## src/rtl/pipelined_add_sub_flags.sv

```systemverilog
// Pipelined adder/subtractor with ALU status flags. The carry chain is cut into
// CHUNK-bit slices, one slice per stage, so wide datapaths close timing.
module pipelined_add_sub_flags #(
  parameter int L     = 16,
  parameter int CHUNK = 4
) (
  input  logic         Clk,
  input  logic         Reset,
  input  logic         InValid,
  output logic         InReady,
  input  logic [L-1:0] X,
  input  logic [L-1:0] Y,
  input  logic         Sub,
  output logic         OutValid,
  input  logic         OutReady,
  output logic [L-1:0] S,
  output logic         Overflow,
  output logic         Carry,
  output logic         Zero,
  output logic         Negative
);
  localparam int STAGES = L / CHUNK;

  // Handshake: a transfer happens on any edge where valid and ready are both
  // high. The whole pipe advances together when the output slot is free or
  // being drained; InReady never looks at InValid.
  logic adv;
  logic ovf_q;

  assign adv     = ~OutValid | OutReady;
  assign InReady = adv;

  for (genvar k = 0; k < STAGES; k++) begin : g_stage
    localparam int R = L - k * CHUNK;  // operand bits not yet added
    localparam int W = (k + 1) * CHUNK;  // result bits finished after this stage

    logic           vin;
    logic           cin;
    logic           zin;
    logic [R-1:0]   xin;
    logic [R-1:0]   ybin;
    logic [W-1:0]   sout;
    logic [CHUNK:0] sum;

    logic           vld_q;
    logic           c_q;
    logic           z_q;
    logic [W-1:0]   s_q;

    assign sum = {1'b0, xin[CHUNK-1:0]} + {1'b0, ybin[CHUNK-1:0]} + {{CHUNK{1'b0}}, cin};

    if (k == 0) begin : g_head
      assign vin  = InValid;
      assign xin  = X;
      assign ybin = Sub ? ~Y : Y;
      assign cin  = Sub;
      assign zin  = 1'b1;
      assign sout = sum[CHUNK-1:0];
    end else begin : g_body
      assign vin  = g_stage[k-1].vld_q;
      assign xin  = g_stage[k-1].g_fwd.x_q;
      assign ybin = g_stage[k-1].g_fwd.yb_q;
      assign cin  = g_stage[k-1].c_q;
      assign zin  = g_stage[k-1].z_q;
      assign sout = {sum[CHUNK-1:0], g_stage[k-1].s_q};
    end

    always_ff @(posedge Clk) begin
      if (Reset) begin
        vld_q <= 1'b0;
        c_q   <= 1'b0;
        z_q   <= 1'b0;
        s_q   <= '0;
      end else if (adv) begin
        vld_q <= vin;
        c_q   <= sum[CHUNK];
        z_q   <= zin & (sum[CHUNK-1:0] == '0);
        s_q   <= sout;
      end
    end

    if (k < STAGES - 1) begin : g_fwd
      logic [R-CHUNK-1:0] x_q;
      logic [R-CHUNK-1:0] yb_q;

      always_ff @(posedge Clk) begin
        if (Reset) begin
          x_q  <= '0;
          yb_q <= '0;
        end else if (adv) begin
          x_q  <= xin[R-1:CHUNK];
          yb_q <= ybin[R-1:CHUNK];
        end
      end
    end else begin : g_last
      // Carry into the MSB is recovered as a ^ b ^ sum at that bit.
      always_ff @(posedge Clk) begin
        if (Reset) begin
          ovf_q <= 1'b0;
        end else if (adv) begin
          ovf_q <= xin[CHUNK-1] ^ ybin[CHUNK-1] ^ sum[CHUNK-1] ^ sum[CHUNK];
        end
      end
    end
  end

  assign OutValid = g_stage[STAGES-1].vld_q;
  assign S        = g_stage[STAGES-1].s_q;
  assign Carry    = g_stage[STAGES-1].c_q;
  assign Zero     = g_stage[STAGES-1].z_q;
  assign Negative = g_stage[STAGES-1].s_q[L-1];
  assign Overflow = ovf_q;

endmodule
```

## config.mk

```make
export PLATFORM = sky130hd
export DESIGN_NAME = pipelined_add_sub_flags
export DESIGN_NICKNAME = d
export VERILOG_FILES = /design/src/rtl/pipelined_add_sub_flags.sv
export SDC_FILE = /design/constraint.sdc
export NUM_CORES = 1
export LEC_CHECK = 0
export ABC_CLOCK_PERIOD_IN_PS = 2600
export CORE_MARGIN = 5
export CORE_UTILIZATION = 26
export CTS_CLUSTER_DIAMETER = 30
export DETAILED_ROUTE_END_ITERATION = 10
export SLEW_MARGIN = 20
export SYNTH_ARGS = -nofsm -noshare
export SYNTH_HDL_FRONTEND = slang
export SYNTH_SLANG_ARGS = --single-unit
```

## constraint.sdc

```tcl
create_clock -name Clk -period 2.6 [get_ports Clk]
set_input_delay 0.78 -clock Clk [delete_from_list [all_inputs] [get_ports Clk]]
set_output_delay 0.78 -clock Clk [all_outputs]
set_load 0.02 [all_outputs]
```

# Word level (Yosys, flattened, before mapping)
# Index checks and enable logic that the tools add are counted.
# classes
addsub,8
muxes,1
bitwise_logic,9
reduce_logical,4
# ops
operator,count
$add A4 B4 Y5,4
$add A5 B1 Y5,4
$logic_not A4 Y1,4
$mux W16,1
$not A16 Y16,1
$and A1 B1 Y1,3
$xor A1 B1 Y1,3
$not A1 Y1,1
$or A1 B1 Y1,1
# totals
regBits,101
in_bits,37
out_inout_bits,22
word_cells,45

# Logic depth before layout (Yosys ltp)
# logic_depth
ltp_word,5
depth_mapped,8
depth_no_buf,6

# Least setup slack after synthesis
# No wires, ideal clock.
# synth_timing
kind,input-to-reg
start,input port Sub
end,register g_stage[0].z_q
setup_ps,84
arrival_time_ps,2315
t_required_ps,2516
slack_ps,201
path_stages,8
path_cell_list,buf_6 buf_2 xor2_1 ha_1 a21o_1 a31o_4 xor2_1 o31ai_2
# synth_between
elab_chain_len,4
# synth_lines
element,line_no,text
from (decl),13,"input logic Sub,"
$mux W16,55,assign ybin = Sub ? ~Y : Y;
$add A4 B4 Y5,50,"assign sum = {1'b0, xin[CHUNK-1:0]} + {1'b0, ybin[CHUNK-1:0]} + {{CHUNK{1'b0}}, cin};"
$add A5 B1 Y5 (*),50,
$logic_not A4 Y1 (*),77,z_q <= zin & (sum[CHUNK-1:0] == '0);
to (signal assigned),77,
to (decl),47,logic z_q;
# Mark *: on every way between the ends. The rest lies on a longest branch, timed or not.
# A chain may end at the register's enable or synchronous reset.

# Worst setup path in the final report
# layout_timing
start,input port OutReady
end,output port InReady
# layout_between
elab_chain_len,1
# layout_lines
element,line_no,text
from (decl),15,"input logic OutReady,"
$or A1 B1 Y1,30,assign adv = ~OutValid | OutReady;
to (decl),10,"output logic InReady,"
# No other way between the ends.

==> run_results.csv <==
group,metric,value,unit
logic_synthesis,synth_enable_flop_cells,0,
worst_setup_path,cp_num_buf_inv,3,
power_and_ir_drop,vdd_drop_max,397.1,µV
drt,dr_total_vias,3251,
power_and_ir_drop,leakage,2.019,nW
worst_setup_path,r2r_slack,610,ps
logic_synthesis,ys_top_cells_by_area,"dfxtp_1 (49%), nand2_1 (13%), a21oi_1 (9.0%), a211oi_1 (4.0%), xnor2_1 (3.8%)",
logic_synthesis,synth_top_flop_cell,"dfxtp_1",
placed_design,post_dp_cell_area,0.004960,mm²
power_and_ir_drop,clock_power_share,0.383,
worst_setup_path,worst-path-stages,4,
timing,fin_crit_sh,0.9519,
clock_tree,htree_levels,3,
clock_tree,clkTransAtPathRegs,70,ps
logic_synthesis,synthCells,482,
timing,slew_violations,0,
drt,drtIter0Drc,177,
layout,area_growth,26.94,%
worst_setup_path,critPathLaunch,"OutReady",
clock_tree,cts_resized,0,
timing,rsz0062_at_grt,"no",
floorplanning,core,0.01577,mm²
floorplanning,dieWidth,136.2,µm
floorplanning,initial_utilization,0.2624,
clock_tree,cts-root-buf,"clkbuf_16",
logic_synthesis,synth_warnings,0,
drt,vias_per_cell,4.352,
drt,routed_wl,9026,µm
placed_design,place_congestion,0.8293,
logic_synthesis,synthAdderAreaFrac,0.07015,
grt,grt_pass1_vias,3183,
power_and_ir_drop,powerDensity,646.8,mW/mm²
layout,layout-drive-gt1-share,0.06403,
worst_setup_path,cp.required,1820,ps
logic_synthesis,async_flop_share,0,
timing,worst_slew_pin_slew,559.2,ps
run_status,outcome,"complete, no violations",
power_and_ir_drop,sw_frac_of_total,0.2530,
clock_tree,numClockSinks,101,
min_path,worstHoldStart,"g_stage[1].g_fwd.x_q[5]$_SDFFE_PP0P_",
logic_synthesis,synth_compound_area_frac,0.1636,
run,maxCapViolations,0,
worst_setup_path,path_class,"in2out",
clock_tree,insertion_delay,340,ps
timing,hold_viol,0,
timing,period_needed,2475,ps
placed_design,dp_hpwl,6467,µm
layout,num-fill-cells,1667,
logic_synthesis,synth_cell_types,31,
floorplanning,die_y,136.2,µm
worst_setup_path,cp.arrival,1690,ps
timing,fin_skew,8.968,ps
clock_tree,postCtsSetupBuffers,0,
worst_setup_path,crit_slowest_cell,"clkdlybuf4s50_1",
floorplanning,core.rowCount,46,
drt,wire_per_inst,12.08,µm
floorplanning,die-area,0.01854,mm²
grt,antenna_found_initial,0,
min_path,hold_class,"reg2reg",
worst_setup_path,r2r_end,"Overflow$_SDFFE_PP0P_",
logic_synthesis,seq_area_frac_synth,0.4887,
logic_synthesis,netlist.top_cell.by_area,"dfxtp_1",
power_and_ir_drop,power.internal,2.538,mW
worst_setup_path,critical-path-top-delay-family,"buffers and inverters",
layout,final_common_cell,"nand2_1",
layout,final_cell_area,0.005253,mm²
drt,route.detailed.drc,0,
power_and_ir_drop,p_comb_frac,0.116,
worst_setup_path,critPathCapture,"InReady",
grt,grt_first_pass_wirelength,15020,µm
timing,max_freq,404.0,MHz
power_and_ir_drop,seqPwrFrac,0.501,
logic_synthesis,synth_seq_cells,101,
logic_synthesis,synth_top_family_by_area,"simple AND/OR/NAND/NOR gates",
clock_tree,clk_path_buf_depth,2,
floorplanning,ios,59,
worst_setup_path,cp_cell_sequence,"clkdlybuf4s50_1 -> nor2b_4 -> clkinv_2 -> buf_12",
grt,grt.total_usage,0.09998,
worst_setup_path,end_kind,"output pin",
timing,setup-violations-final,0,
placed_design,portBuffers,58,
timing,relSlewSlack,0.6272,
clock_tree,cts_tree,"built",
layout,antenna_cells,0,
logic_synthesis,synth_area,0.004138,mm²
logic_synthesis,yosys.area_share.simple,0.1799,
clock_tree,ctsHoldBuffers,0,
worst_setup_path,start_kind,"input pin",
clock_tree,cts_inserted_buffers,9,
power_and_ir_drop,switching_power,0.8595,mW
drt,drt-pass1-iter-count,4,
worst_setup_path,slowest_delay,440,ps
logic_synthesis,synth_fp_nets,538,
logic_synthesis,muxShareOfSynthArea,0.003629,
grt,overflow,0,
layout,mostFrequentLayoutCells,"nand2_1 (141), dfxtp_1 (101), a21oi_1 (74)",
logic_synthesis,synth_top_cell_area_share,0.4887,
layout,fin_nets,582,
worst_setup_path,regToRegStartpoint,"g_stage[2].c_q$_SDFFE_PP0P_",
drt,antenna_left,0,
logic_synthesis,syn_avg_cell_area,8.584,µm²
logic_synthesis,synth_xor_area_frac,0.05292,
worst_setup_path,crit_fanout,2,
timing,tns,0,ps
worst_setup_path,reg2regPathDepth,6,
grt,grt_max_degree,82,
==> worst min path at each step <==
stage	cells after the start	slack, ps	endpoint
6_report	2	450	g_stage[1].g_fwd.x_q[5]$_SDFFE_PP0P_
4_1_cts	2	460	g_stage[2].s_q[0]$_SDFFE_PP0P_
3_5_place_dp	2	450	g_stage[2].s_q[0]$_SDFFE_PP0P_
2_1_floorplan	2	430	g_stage[1].s_q[3]$_SDFFE_PP0P_
3_3_place_gp	2	440	g_stage[1].g_fwd.x_q[7]$_SDFFE_PP0P_
5_1_grt	2	470	S[13]$_SDFFE_PP0P_
==> cells in the mapped netlist (2+ instances only) <==
library cell	instances
a211oi_1	22
a21o_1	7
a21oi_1	74
a32o_1	3
buf_1	5
buf_2	10
clkbuf_1	18
dfxtp_1	101
fa_1	7
ha_1	12
inv_1	3
nand2_1	141
nand3b_1	4
nor2_1	27
nor2b_1	2
nor3_1	4
nor4b_1	2
o21ai_0	4
xnor2_1	18
xor2_1	7
==> registers in the layout, summed over array words and instances, names as in the netlist, 3 cells and up <==
| signal | count |
|---|---|
| g_stage.s_q | 24 |
| g_stage.g_fwd.x_q | 24 |
| g_stage.z_q | 3 |
| g_stage.c_q | 3 |
| g_stage.g_fwd.yb_q | 24 |
| S | 16 |
| g_stage.vld_q | 3 |
==> worst min-delay path, cell delays in order (launching register included) <==
cell and delay (ps):
dfxtp_1 310, nand2_1 50, a21oi_1 50
==> power groups by stage <==
stage          Clock [mW]  Combinational, mW  Sequential, mW
3_3_place_gp            0              0.386            1.73
2_1_floorplan           0              0.236            1.73
3_5_place_dp            0              0.396            1.74
6_report             1.30              0.396            1.70
5_1_grt              1.39              0.440            1.71
4_1_cts              1.34              0.399            1.70
==> cell families after synthesis <==
group	count (synthesis)
XOR/XNOR	25
multiplexers	1
buffers and inverters	39
AO/OA/AOI/OAI	113
flip-flops	101
AND/OR/NAND/NOR	184
adder cells (fa/ha/maj)	19
==> layer usage <==
metal	global-route usage	routed length [µm]	vias to the layer above
li1	-	-	1693
met1	0.1366	4480	1484
met2	0.1569	3984	65
met3	0.02295	440	9
met4	0.03135	121	0
met5	0	0	-
==> per-stage QoR <==
stage	util	worst slack (ps)	power [mW]	hold slack [ps]	instances
2_1_floorplan	-	201.1	1.969	431.5	482
3_3_place_gp	0.3145	-27.70	2.121	441.2	731
3_5_place_dp	0.3145	-62.33	2.134	445.9	731
4_1_cts	0.3331	114.1	3.437	455.5	747
5_1_grt	0.3331	89.63	3.548	469.3	747
6_report	0.3331	125.0	3.397	451.4	747
==> layout make-up <==
cell class / count / area [µm²] / share of cell area
sequential: 101 / 2022 / 0.3849
multi-input combinational: 342 / 1953 / 0.3718
timing repair buffer: 68 / 698.2 / 0.1329
tap: 216 / 270.3 / 0.05145
clock buffer: 10 / 239.0 / 0.04550
clock inverter: 6 / 53.80 / 0.01024
inverter: 4 / 16.27 / 0.003097
Power figures use the tool's default switching activity.
